[config.mk]
export PLATFORM = sky130hd
export DESIGN_NAME = array_ofm_drain
export DESIGN_NICKNAME = d
export VERILOG_FILES = /design/src/rtl/array_ofm_drain.sv
export SDC_FILE = /design/constraint.sdc
export NUM_CORES = 2
export LEC_CHECK = 0
export CORE_UTILIZATION = 32
export CTS_CLUSTER_SIZE = 8
export DETAILED_ROUTE_END_ITERATION = 6
export PLACE_DENSITY = 0.5
export SLEW_MARGIN = 30
export SYNTH_ARGS = -nofsm -noshare
export SYNTH_HDL_FRONTEND = slang
export SYNTH_SLANG_ARGS = --single-unit
[constraint.sdc]
create_clock -name clk -period 22.1 [get_ports clk]
set_input_delay 4.42 -clock clk [delete_from_list [all_inputs] [get_ports clk]]
set_output_delay 4.42 -clock clk [all_outputs]
set_load 0.01 [all_outputs]
[src/rtl/array_ofm_drain.sv]
// Deskews per-column systolic-array ofm outputs into aligned rows and buffers them in a row FIFO.
// Latency: WIDTH-1 cycles deskew, plus one cycle FIFO write; the row is visible WIDTH cycles after column 0 strobes.
// Backpressure: out_rdy stalls the FIFO only; the array cannot stall, so full pushes drop the row and set err_ovf.
// Optional OFM_RELU_EN: clamps negative lanes to zero at FIFO write.
module array_ofm_drain #(
    parameter int WIDTH    = 16,
    parameter int OWIDTH   = 24,
    parameter int DEPTH    = 4,
    parameter int AFULL_TH = 1
) (
    input  logic                           clk,
    input  logic                           rst_n,
    input  logic [WIDTH-1:0][OWIDTH-1:0]   ofm,
    input  logic [WIDTH-1:0]               ofm_vld,
    input  logic                           clr_err,
    output logic [WIDTH-1:0][OWIDTH-1:0]   out_row,
    output logic                           out_vld,
    input  logic                           out_rdy,
    output logic                           afull,
    output logic [$clog2(DEPTH+1)-1:0]     count,
    output logic                           err_ovf,
    output logic                           err_skew
);

    localparam int CW = $clog2(DEPTH + 1);
    localparam int PW = (DEPTH > 1) ? $clog2(DEPTH) : 1;

    typedef logic [WIDTH-1:0][OWIDTH-1:0] row_t;

    // Deskewed (aligned) valid and data vectors.
    logic [WIDTH-1:0] dv;
    row_t             dd;

    for (genvar w = 0; w < WIDTH; w++) begin : g_col
        if (w == WIDTH - 1) begin : g_pass
            // The last column arrives last, so it needs no delay.
            assign dv[w] = ofm_vld[w];
            assign dd[w] = ofm[w];
        end else begin : g_dly
            localparam int S = WIDTH - 1 - w;
            logic [S-1:0]             v_sr;
            logic [S-1:0][OWIDTH-1:0] d_sr;

            // Delay line: column w is held back WIDTH-1-w cycles to meet the last column.
            always_ff @(posedge clk or negedge rst_n) begin
                if (!rst_n) begin
                    v_sr <= '0;
                    d_sr <= '0;
                end else begin
                    v_sr[0] <= ofm_vld[w];
                    d_sr[0] <= ofm[w];
                    for (int i = 1; i < S; i++) begin
                        v_sr[i] <= v_sr[i-1];
                        d_sr[i] <= d_sr[i-1];
                    end
                end
            end

            assign dv[w] = v_sr[S-1];
            assign dd[w] = d_sr[S-1];
        end
    end

    // FIFO state.
    row_t          mem [DEPTH];
    logic [PW-1:0] wr_ptr;
    logic [PW-1:0] rd_ptr;
    row_t          wdat;
    logic          full;
    logic          pop;
    logic          push;
    logic          ovf_evt;
    logic          skew_evt;

    assign full     = (count == CW'(DEPTH));
    assign out_vld  = (count != '0);
    assign out_row  = out_vld ? mem[rd_ptr] : '0;
    assign pop      = out_vld && out_rdy;
    // Column 0 decides whether a row exists; a pop in the same cycle frees a slot for it.
    assign push     = dv[0] && (!full || pop);
    assign ovf_evt  = dv[0] && full && !pop;
    // Any partial valid vector means some column drifted off its expected skew.
    assign skew_evt = (|dv) && !(&dv);
    assign afull    = (DEPTH - int'(count)) <= AFULL_TH;

    // Lane masking and optional clamp applied to the row being written.
    always_comb begin
        wdat = '0;
        for (int w = 0; w < WIDTH; w++) begin
            if (dv[w]) begin
`ifdef OFM_RELU_EN
                wdat[w] = dd[w][OWIDTH-1] ? '0 : dd[w];
`else
                wdat[w] = dd[w];
`endif
            end
        end
    end

    // Row storage; output gating makes its reset state irrelevant.
    always_ff @(posedge clk) begin
        if (push) begin
            mem[wr_ptr] <= wdat;
        end
    end

    // Pointers and occupancy count.
    always_ff @(posedge clk or negedge rst_n) begin
        if (!rst_n) begin
            wr_ptr <= '0;
            rd_ptr <= '0;
            count  <= '0;
        end else begin
            if (push) begin
                wr_ptr <= (wr_ptr == PW'(DEPTH - 1)) ? '0 : wr_ptr + PW'(1);
            end
            if (pop) begin
                rd_ptr <= (rd_ptr == PW'(DEPTH - 1)) ? '0 : rd_ptr + PW'(1);
            end
            case ({push, pop})
                2'b10:   count <= count + CW'(1);
                2'b01:   count <= count - CW'(1);
                default: count <= count;
            endcase
        end
    end

    // Sticky error flags; a fresh event beats a simultaneous clear.
    always_ff @(posedge clk or negedge rst_n) begin
        if (!rst_n) begin
            err_ovf  <= 1'b0;
            err_skew <= 1'b0;
        end else begin
            if (ovf_evt) begin
                err_ovf <= 1'b1;
            end else if (clr_err) begin
                err_ovf <= 1'b0;
            end
            if (skew_evt) begin
                err_skew <= 1'b1;
            end else if (clr_err) begin
                err_skew <= 1'b0;
            end
        end
    end

endmodule

==> reports/metrics.yaml <==
min_path:
  hold_path.class: "reg -> reg"
  hold_path_depth: 0
  hold_start: "g_col[6].g_dly.d_sr[97]"
  worst_hold_endpoint: "g_col[6].g_dly.d_sr[121]"
floorplanning:
  chipWidth_um: 654
  core_sq_mm: 0.424
  die-area_sq_mm: 0.428
  rows: 239
  pin_count: 795
  die_y_um: 654
  floorplan.initialDensity: 0.321
worst_setup_path:
  cp_arrival_ns: 6.16
  regToRegSetupSlack_ns: 16.53
  cp_cell_sequence: "buf_4 -> buf_4 -> buf_12 -> buf_4 -> mux4_2 -> and2_1 -> clkdlybuf4s50_1"
  required_time_at_the_endpoint_of_the_critical_path_ns: 17.68
  worstRegToRegCells: 9
  critical_path.endpoint_type: "output pin"
  endpoint_of_the_lowest_slack_register_to_register_path: "mem[1][241]"
  critPathLaunchType: "register"
  worst-setup-path-type: "reg -> out"
  path_max_fanout: 72
  worstReg2RegStart: "count[1]"
  worst_path_most_repeated_cell: "buf_4"
  cpPeakStageDelay_ns: 0.86
  timing.critical_path.slowest_stage_cell: "dfrtp_4"
routing:
  route.final.wire_length_um: 287000
  total_number_of_vias: 55900
  avgViaCountPerCell: 4.20
  drc_viols: 100
  antenna_left: 0
  drtPass1Iterations: 7
  wl_per_cell_um: 21.5
  detailedRoute.firstIterationViolations: 3972
placement:
  placement.io_buffers: 794
  estimated_wirelength_of_the_detail_placed_design_um: 177000
  globalplace.congestion: 0.776
  place_area_sq_mm: 0.151
global_route:
  grt_start_max_net_pins: 186
  grt_first_pass_wirelength_um: 424000
  grt_pass1_vias: 62600
  grtUsageTotal: 0.133
  grt_antenna_before_repair: 118
  grt_overflow_total: 0
finish:
  post_route_cells_drive_above_1_share: 0.159
  num-fill-cells: 37400
  finish.instance_area_sq_mm: 0.170
  nNetsFinal: 7707
  area_delta_synth_final_pct: 24.8
yosys:
  netlist-cell-type-count: 29
  netlist_area_sq_mm: 0.136
  synth_simple_gate_area_share: 0.0362
  yosysWarningCount: 0
  proportion_of_synthesized_area_in_mux_cells: 0.0637
  share_of_the_synthesized_area_in_compound_gates_ao_oa_aoi_oai: 0.000358
  dominant_combinational_cell_family_by_area_after_synthesis: "multiplexers"
  yosys_register_bits: 4545
  synthAdderAreaFrac: 0.000882
  synth_seq_area_share: 0.891
  post_synth_inst_count: 5913
  post_synth_xor_area_fraction: 0.000193
  syn_avg_cell_area_sq_um: 23.0
  synth.net_count: 6326
flow_run:
  drv_cap: 0
cts:
  clkSinkCount: 4545
  insertion_delay_ns: 1.02
  clkSlewWorstSetupHoldPaths_ns: 0.05
  ctsHtreeMaxLevel: 6
  cts_setup_buffers: 0
  cts_buffer_depth: 4
  clock-root-buffer: "clkbuf_16"
  tritoncts: "built"
  numCtsBuffers: 642
  post_cts_resize_count: 0
  cts-hold-fix-buffers: 0
power:
  power_share_of_the_clock_group: 0.385
  share_seq_of_total_power: 0.431
  share_comb_of_total_power: 0.184
  total_leakage_power_nw: 66.5
  cellInternalPower_mw: 17.1
  p_sw_frac: 0.257
  p_per_area_mw_per_mm2: 135
  power.switching_mw: 5.91
  ir_drop_uv: 111
sta:
  post-route-period-util: 0.479
  report.final.slew_viol_count: 0
  hold_violations: 0
  timing.clock.skew_ns: 0.0676
  timing.fmax_ghz: 0.0945
  finalCriticalPeriod_ns: 10.58
  timing.max_slew.rel_slack: 0.291
  worst_hold_slack_after_final_layout_ns: 0.316
  setup_violations: 0
  worst_pin_slew_ns: 1.06
  rsz0062_at_grt: "no"
  tns_ns: 0
status:
  status: "complete, but fails checks"
  failing_checks: "design-rule violations"
-- cells in the final DEF (no fill, tap or decap), types with 6 or more instances in the layout --
cell type	count
diode_2	33
clkdlybuf4s50_1	793
buf_16	6
clkinv_8	14
ha_1	8
clkbuf_16	646
edfxtp_1	1536
mux4_2	384
clkinv_16	25
dfrtp_1	3001
and2_1	768
clkbuf_1	272
inv_1	10
dfrtp_2	6
buf_12	10
buf_6	16
buf_4	73
inv_16	11
-- critical path: cells and delay by family, from the launching register on --
family	cells	cell delay, ns
buffers and inverters	5	3.25
flip-flops	1	0.86
multiplexers	1	0.60
AND/OR/NAND/NOR	1	0.18
-- final cells by class --
class	count	area, sq um	area share
timing repair buffer	898	9030	0.0531
clock buffer	921	17200	0.101
antenna	33	82.6	0.000486
multi-input combinational	1196	13800	0.0813
clock inverter	59	1280	0.00754
sequential	4545	121000	0.714
tap	5663	7090	0.0417
inverter	11	48.8	0.000287
-- registers in the layout (all words and copies together) (netlist names) --
name	count
g_col.g_dly.v_sr	120
g_col.g_dly.d_sr	2544
err_ovf	1
rd_ptr	2
mem	1536
dd	336
err_skew	1
count	3
wr_ptr	2
-- synthesized netlist by cell type (all sizes together) --
cell,count,area (sq um)
a21o,1,7.51
clkbuf,82,308
nand2,1,3.75
buf,79,644
xor2,1,8.76
o21ai,3,15.0
nand3,1,5.00
a21boi,1,7.51
o22ai,1,6.26
dfrtp,3009,75300
inv,11,41.3
ha,8,100
a21oi,1,5.00
and4,1,8.76
a22oi,1,7.51
nand2b,1,6.26
nor4,5,31.3
nand4,4,25.0
mux2,3,33.8
mux4,384,8650
nor3,1,5.00
xnor2,2,17.5
edfxtp,1536,46100
and2,772,4830
fa,1,20.0
nor2,3,11.3
-- kinds of logic (layout without fill, tap and decap cells) --
| logic type | Yosys count | after routing |
|---|---|---|
| DFF | 4545 | 4545 |
| and+or+nand+nor | 789 | 789 |
| muxes | 387 | 387 |
| buffers and inverters | 172 | 1889 |
| adders and majority gates | 9 | 9 |
| AOI/OAI and AO/OA | 8 | 8 |
| xor gates and xnor gates | 3 | 3 |
| other | 0 | 33 |
-- worst max-delay path by stage --
stage	start	to	slack (ns)	cells after the start
after floorplan	out_rdy	mem[0][0]	7.70	3
after global placement	rd_ptr[0]	out_row[151]	12.29	7
after detailed placement	rd_ptr[0]	out_row[174]	12.27	7
after CTS	rd_ptr[0]	out_row[174]	11.16	7
after global routing	rd_ptr[0]	out_row[178]	10.93	7
final	rd_ptr[0]	out_row[164]	11.52	7
-- layer usage --
metal	share of wire	up-vias	track usage
li1	-	23700	-
met2	0.53	1551	0.233
met1	0.39	30100	0.162
met5	0.000094	-	0.00181
met3	0.051	636	0.0281
met4	0.033	4	0.0494
-- power by group through the flow --
stage / Combinational, mW / Sequential, mW / Clock [mW]
2_1_floorplan: 2.14 / 10.2 / 0
3_3_place_gp: 4.36 / 10.0 / 0
3_5_place_dp: 4.37 / 10.1 / 0
4_1_cts: 4.38 / 9.92 / 9.16
5_1_grt: 4.52 / 9.97 / 9.53
6_report: 4.23 / 9.90 / 8.86
-- metrics by stage --
stage / cells / util / setup slack, ns / power, mW
floorplan: 5913 / - / 7.70 / 12.3
global placement: 12300 / 0.357 / 12.29 / 14.4
detailed placement: 12300 / 0.357 / 12.27 / 14.4
CTS: 13300 / 0.401 / 11.16 / 23.5
global route: 13300 / 0.401 / 10.93 / 24.0
finish: 13300 / 0.401 / 11.52 / 23.0
No activity file was read; power rests on OpenSTA's default activity.
